### config.mk
export PLATFORM = sky130hd
export DESIGN_NAME = crp16_writeback_queue_flat
export DESIGN_NICKNAME = d
export VERILOG_FILES = /design/src/rtl/crp16_writeback_queue_if.sv /design/src/rtl/crp16_writeback_queue.sv /design/src/flat_wrapper.sv
export SDC_FILE = /design/constraint.sdc
export NUM_CORES = 1
export LEC_CHECK = 0
export ABC_AREA = 1
export CAP_MARGIN = 20
export CORE_MARGIN = 2
export CORE_UTILIZATION = 30
export CTS_BUF_LIST = sky130_fd_sc_hd__clkbuf_8
export DETAILED_ROUTE_END_ITERATION = 10
export SLEW_MARGIN = 20
export SYNTH_ARGS = -nofsm -noshare
export SYNTH_HDL_FRONTEND = slang
export SYNTH_SLANG_ARGS = --single-unit
### constraint.sdc
create_clock -name clock -period 3 [get_ports clock]
set_input_delay 0.3 -clock clock [delete_from_list [all_inputs] [get_ports clock]]
set_output_delay 0.3 -clock clock [all_outputs]
set_load 0.05 [all_outputs]
### src/rtl/crp16_writeback_queue_if.sv
`default_nettype none
// ============================================================================
// Module  : crp16_writeback_queue_if
// Brief   : Result push handshake from execute/memory into the writeback queue
// Revision: 1.0
// ============================================================================
interface crp16_writeback_queue_if #(
    parameter int WIDTH = 16
);
    logic             in_valid;
    logic             in_ready;
    logic [3:0]       in_reg;
    logic [WIDTH-1:0] in_val;

    modport master (
        output in_valid,
        output in_reg,
        output in_val,
        input  in_ready
    );

    modport slave (
        input  in_valid,
        input  in_reg,
        input  in_val,
        output in_ready
    );
endinterface
`default_nettype wire

### src/rtl/crp16_writeback_queue.sv
`default_nettype none
// ============================================================================
// Module  : crp16_writeback_queue
// Brief   : In-order register-file write queue with youngest-entry forwarding
// Revision: 1.0
// ============================================================================
module crp16_writeback_queue #(
    parameter int DEPTH = 4,
    parameter int WIDTH = 16
) (
    input  wire logic                     clock,
    input  wire logic                     resetn,
    crp16_writeback_queue_if.slave        push,
    input  wire logic                     hold,
    output logic                          write,
    output logic [3:0]                    write_select,
    output logic [WIDTH-1:0]              load_val,
    input  wire logic [3:0]               query_a_select,
    input  wire logic [3:0]               query_b_select,
    output logic                          a_hit,
    output logic                          b_hit,
    output logic [WIDTH-1:0]              a_fwd_val,
    output logic [WIDTH-1:0]              b_fwd_val,
    output logic [$clog2(DEPTH):0]        count
);
    localparam int c_PTR_W = $clog2(DEPTH);
    localparam int c_CNT_W = c_PTR_W + 1;

    logic [c_PTR_W-1:0] r_head;
    logic [c_PTR_W-1:0] r_tail;
    logic [c_CNT_W-1:0] r_count;
    logic [3:0]         r_reg [DEPTH];
    logic [WIDTH-1:0]   r_val [DEPTH];

    logic w_drain;
    logic w_ready;
    logic w_enq;

    assign w_drain = (r_count != '0) && !hold;
    assign w_ready = (r_count != c_CNT_W'(DEPTH)) || w_drain;
    // r0 is hard-wired zero: the handshake completes but nothing is stored
    assign w_enq   = push.in_valid && w_ready && (push.in_reg != 4'd0);

    assign push.in_ready = w_ready;
    assign count         = r_count;

    always_ff @(posedge clock or negedge resetn) begin
        if (!resetn) begin
            r_head  <= '0;
            r_tail  <= '0;
            r_count <= '0;
        end else begin
            if (w_enq) begin
                r_tail <= r_tail + c_PTR_W'(1);
            end
            if (w_drain) begin
                r_head <= r_head + c_PTR_W'(1);
            end
            case ({w_enq, w_drain})
                2'b10:   r_count <= r_count + c_CNT_W'(1);
                2'b01:   r_count <= r_count - c_CNT_W'(1);
                default: r_count <= r_count;
            endcase
        end
    end

    always_ff @(posedge clock) begin
        if (w_enq) begin
            r_reg[r_tail] <= push.in_reg;
            r_val[r_tail] <= push.in_val;
        end
    end

    always_comb begin
        write        = w_drain;
        write_select = 4'd0;
        load_val     = '0;
        if (w_drain) begin
            write_select = r_reg[r_head];
            load_val     = r_val[r_head];
        end
    end

    // Walk from oldest to youngest so the last match left standing is the youngest
    function automatic logic [WIDTH:0] f_lookup(input logic [3:0] i_q);
        logic [WIDTH:0]     v_res;
        logic [c_PTR_W-1:0] v_idx;
        v_res = '0;
        for (int k = 0; k < DEPTH; k++) begin
            v_idx = r_head + c_PTR_W'(k);
            if ((c_CNT_W'(k) < r_count) && (i_q != 4'd0) && (r_reg[v_idx] == i_q)) begin
                v_res = {1'b1, r_val[v_idx]};
            end
        end
        return v_res;
    endfunction

    logic [WIDTH:0] w_look_a;
    logic [WIDTH:0] w_look_b;

    always_comb begin
        w_look_a  = f_lookup(query_a_select);
        w_look_b  = f_lookup(query_b_select);
        a_hit     = w_look_a[WIDTH];
        a_fwd_val = w_look_a[WIDTH-1:0];
        b_hit     = w_look_b[WIDTH];
        b_fwd_val = w_look_b[WIDTH-1:0];
    end
endmodule
`default_nettype wire

### src/flat_wrapper.sv
// flat-port wrapper written by rule: the top's interface ports become plain ports
module crp16_writeback_queue_flat 
#(
    parameter int DEPTH = 4,
    parameter int WIDTH = 16
)
  (clock, resetn, hold, write, write_select, load_val, query_a_select, query_b_select, a_hit, b_hit, a_fwd_val, b_fwd_val, count, push_in_valid, push_in_reg, push_in_val, push_in_ready);
  crp16_writeback_queue_if #(.WIDTH(WIDTH)) push_i ();
  input  wire logic clock;
  input  wire logic resetn;
  input  wire logic hold;
  output logic write;
  output logic [3:0] write_select;
  output logic [WIDTH-1:0] load_val;
  input  wire logic [3:0] query_a_select;
  input  wire logic [3:0] query_b_select;
  output logic a_hit;
  output logic b_hit;
  output logic [WIDTH-1:0] a_fwd_val;
  output logic [WIDTH-1:0] b_fwd_val;
  output logic [$clog2(DEPTH):0] count;
  input wire logic [$bits(push_i.in_valid)-1:0] push_in_valid;
  input wire logic [$bits(push_i.in_reg)-1:0] push_in_reg;
  input wire logic [$bits(push_i.in_val)-1:0] push_in_val;
  output wire logic [$bits(push_i.in_ready)-1:0] push_in_ready;
  assign push_i.in_valid = push_in_valid;
  assign push_i.in_reg = push_in_reg;
  assign push_i.in_val = push_in_val;
  assign push_in_ready = push_i.in_ready;
  crp16_writeback_queue #(.DEPTH(DEPTH), .WIDTH(WIDTH)) u_core (.clock(clock), .resetn(resetn), .push(push_i), .hold(hold), .write(write), .write_select(write_select), .load_val(load_val), .query_a_select(query_a_select), .query_b_select(query_b_select), .a_hit(a_hit), .b_hit(b_hit), .a_fwd_val(a_fwd_val), .b_fwd_val(b_fwd_val), .count(count));
endmodule
==> reports/summary.txt <==
yosys warns: 0
final setup skew: 0.0119 ns
Synth Flop Type: edfxtp_1
synthesis-stage register bit count: 87
Nets: 1212
worst slew pin tran: 0.726 ns
GRT overflow: 0
Starting Density: 0.303
Die Width: 157 um
register area share after synthesis: 0.365
Die Y: 157 um
final hold violations: 0
row cnt: 56
worst-skew pair later-pin latency: 0.36 ns
crit path DAT: 2.66 ns
clock root buffer: clkbuf_8
Syn Area/Cell: 6.74 um2
reg2reg start: u_core.count[0]$_DFFE_PN0P_
first-pass GRT wire length: 34100 um
gpl congestion: 0.944
DRT antenna net count: 0
vias in the first global route: 6180
Worst setup EP type: output pin
Filler cells: 2257
maximum clock frequency: 338 MHz
Reg2Reg Setup Slack: 0.83 ns
# diodes: 0
Worst-path clk slew: 0.09 ns
layout cell share with drive strength beyond 1: 0.233
WHS: 0.211 ns
period utilisation layout: 0.987
IO buf count: 90
routed len/inst: 17.1 um
area grow syn2layout: 43.4%
initial antenna violation count: 1
Total GRT Usage: 0.178
unrepaired setup endpoints after global routing: yes
max-slew violation count: 0
Mapped Area: 7070 um2
Worst R2R End: u_core.count[2]$_DFFE_PN0P_
Tmin final: 2.96 ns
DR pass1 iterations: 5
Post-synth ARST share: 0.0805
required time of the critical path: 2.70 ns
startpoint type of the worst setup path: flip-flop
Via density: 4.95
largest net degree at the start of global routing: 69
Slew headroom: 0.516
H-tree lvl count: 3
Syn Nets: 1088
hold buffers post-CTS: 0
CTS tree: built
1st-iter DRT viols: 748
number of max-cap violations: 0
WS Path Type: reg -> out
Vias: 7407
Reg2Reg Depth: 9
max reg flops: 64
CTS Buf Count: 9
IO Count: 91
worst-path fanout max: 8
clk buf depth: 2
DRC: 0
dpl hpwl: 16600 um
Finish-stage setup viols: 0
core footprint: 23300 um2
commonest non-fill, non-tap cell in the layout: nand2_1
Netlist cell types: 35
commonest non-fill, non-tap cells in the layout: 300 x nand2_1, 116 x o21ai_0, 111 x inv_1, 94 x nor2_1, 80 x edfxtp_1
status: completed
Cells after Synth: 1048
CTS sink count: 87
Total Wirelength: 25600 um
Post-synth EDFFs: 80
die area: 24800 um2
Hold WC Path Type: in -> async
-- worst max-delay path, cell delays in order (launching register included) --
cell and delay (ns):
dfrtp_4 0.50, buf_6 0.15, buf_4 0.14, nand2_1 0.11, nand3_2 0.14, nand3_1 0.11, nand3_1 0.12, nor2_2 0.19
nand3_4 0.17, clkbuf_16 0.23, nor2_1 0.10, nor2_1 0.06, nand2_1 0.06, nand2_2 0.06, buf_12 0.15
-- synthesized netlist by cell type (8+ instances only) --
cell type    n  area share
nand4_1     33       0.029
nand2_1    346        0.18
inv_1      110       0.058
ha_1         8       0.014
mux2i_1      9       0.013
o21ai_0    124       0.088
clkbuf_1    18      0.0096
xor2_1      12       0.015
edfxtp_1    80        0.34
nand3_1     86       0.061
buf_2       19       0.013
buf_4       11       0.012
buf_6        9       0.014
nor2_1     121       0.064
-- how the worst max path moves through the flow --
stage | from | to | slack [ns]
3_3_place_gp | u_core.r_head[0]$_DFFE_PN0N_ | b_fwd_val[7] | 0.21
3_5_place_dp | u_core.r_head[0]$_DFFE_PN0N_ | b_fwd_val[7] | 0.25
6_report | u_core.r_head[0]$_DFFE_PN0N_ | b_fwd_val[11] | 0.04
2_1_floorplan | u_core.count[0]$_DFFE_PN0P_ | u_core.r_reg[0][0]$_DFFE_PP_ | -0.12
5_1_grt | u_core.r_head[0]$_DFFE_PN0N_ | a_fwd_val[10] | -0.09
4_1_cts | u_core.r_head[0]$_DFFE_PN0N_ | b_fwd_val[6] | 0.001
-- per-stage QoR --
stage | instance area [um2] | setup WS (ns) | instances | TNS (ns) | utilization
2_1_floorplan | 7070 | -0.122 | 1048 | -9.78 | -
3_3_place_gp | 8710 | 0.211 | 1434 | 0 | 0.373
3_5_place_dp | 8710 | 0.250 | 1434 | 0 | 0.373
4_1_cts | 9030 | 0.00113 | 1457 | 0 | 0.387
5_1_grt | 10100 | -0.0946 | 1496 | -1.40 | 0.434
6_report | 10100 | 0.0390 | 1496 | 0 | 0.434
-- area by class of cell --
| type | instances | area [um2] | share of cell area |
|---|---|---|---|
| Timing Repair inverter | 1 | 8.76 | 0.000864 |
| Multi-Input combinational cell | 796 | 4280 | 0.423 |
| Tap cell | 319 | 399 | 0.0394 |
| Clock inverter | 7 | 80.1 | 0.00790 |
| Sequential cell | 87 | 2580 | 0.255 |
| Clock buffer | 9 | 124 | 0.0122 |
| Inverter | 114 | 445 | 0.0439 |
| Timing Repair Buffer | 163 | 2210 | 0.218 |
-- kinds of logic after synthesis --
group	Yosys count	synth area share
flops	87	0.365
compound gates	141	0.102
simple gates	616	0.378
buf+inv	173	0.111
fa+ha+maj	8	0.0142
xor+xnor	14	0.0174
mux	9	0.0127
-- per-layer routing --
layer,GRT usage,wire [um],share of wire
met1,0.271,11300,0.44
met2,0.267,11600,0.45
met3,0.0193,1910,0.075
met4,0.0459,792,0.031
met5,0,0,0
-- repair_timing --
action / in CTS / in global routing
cloned: 1 / 21
setup endpoints to repair: 34 / 34
buffers inserted: 6 / 18
pin swaps: 3 / 38
gates resized for setup: 14 / 147
Power is not shown: default switching activity piles up to over one toggle a cycle in this logic, so the estimate is an artifact.
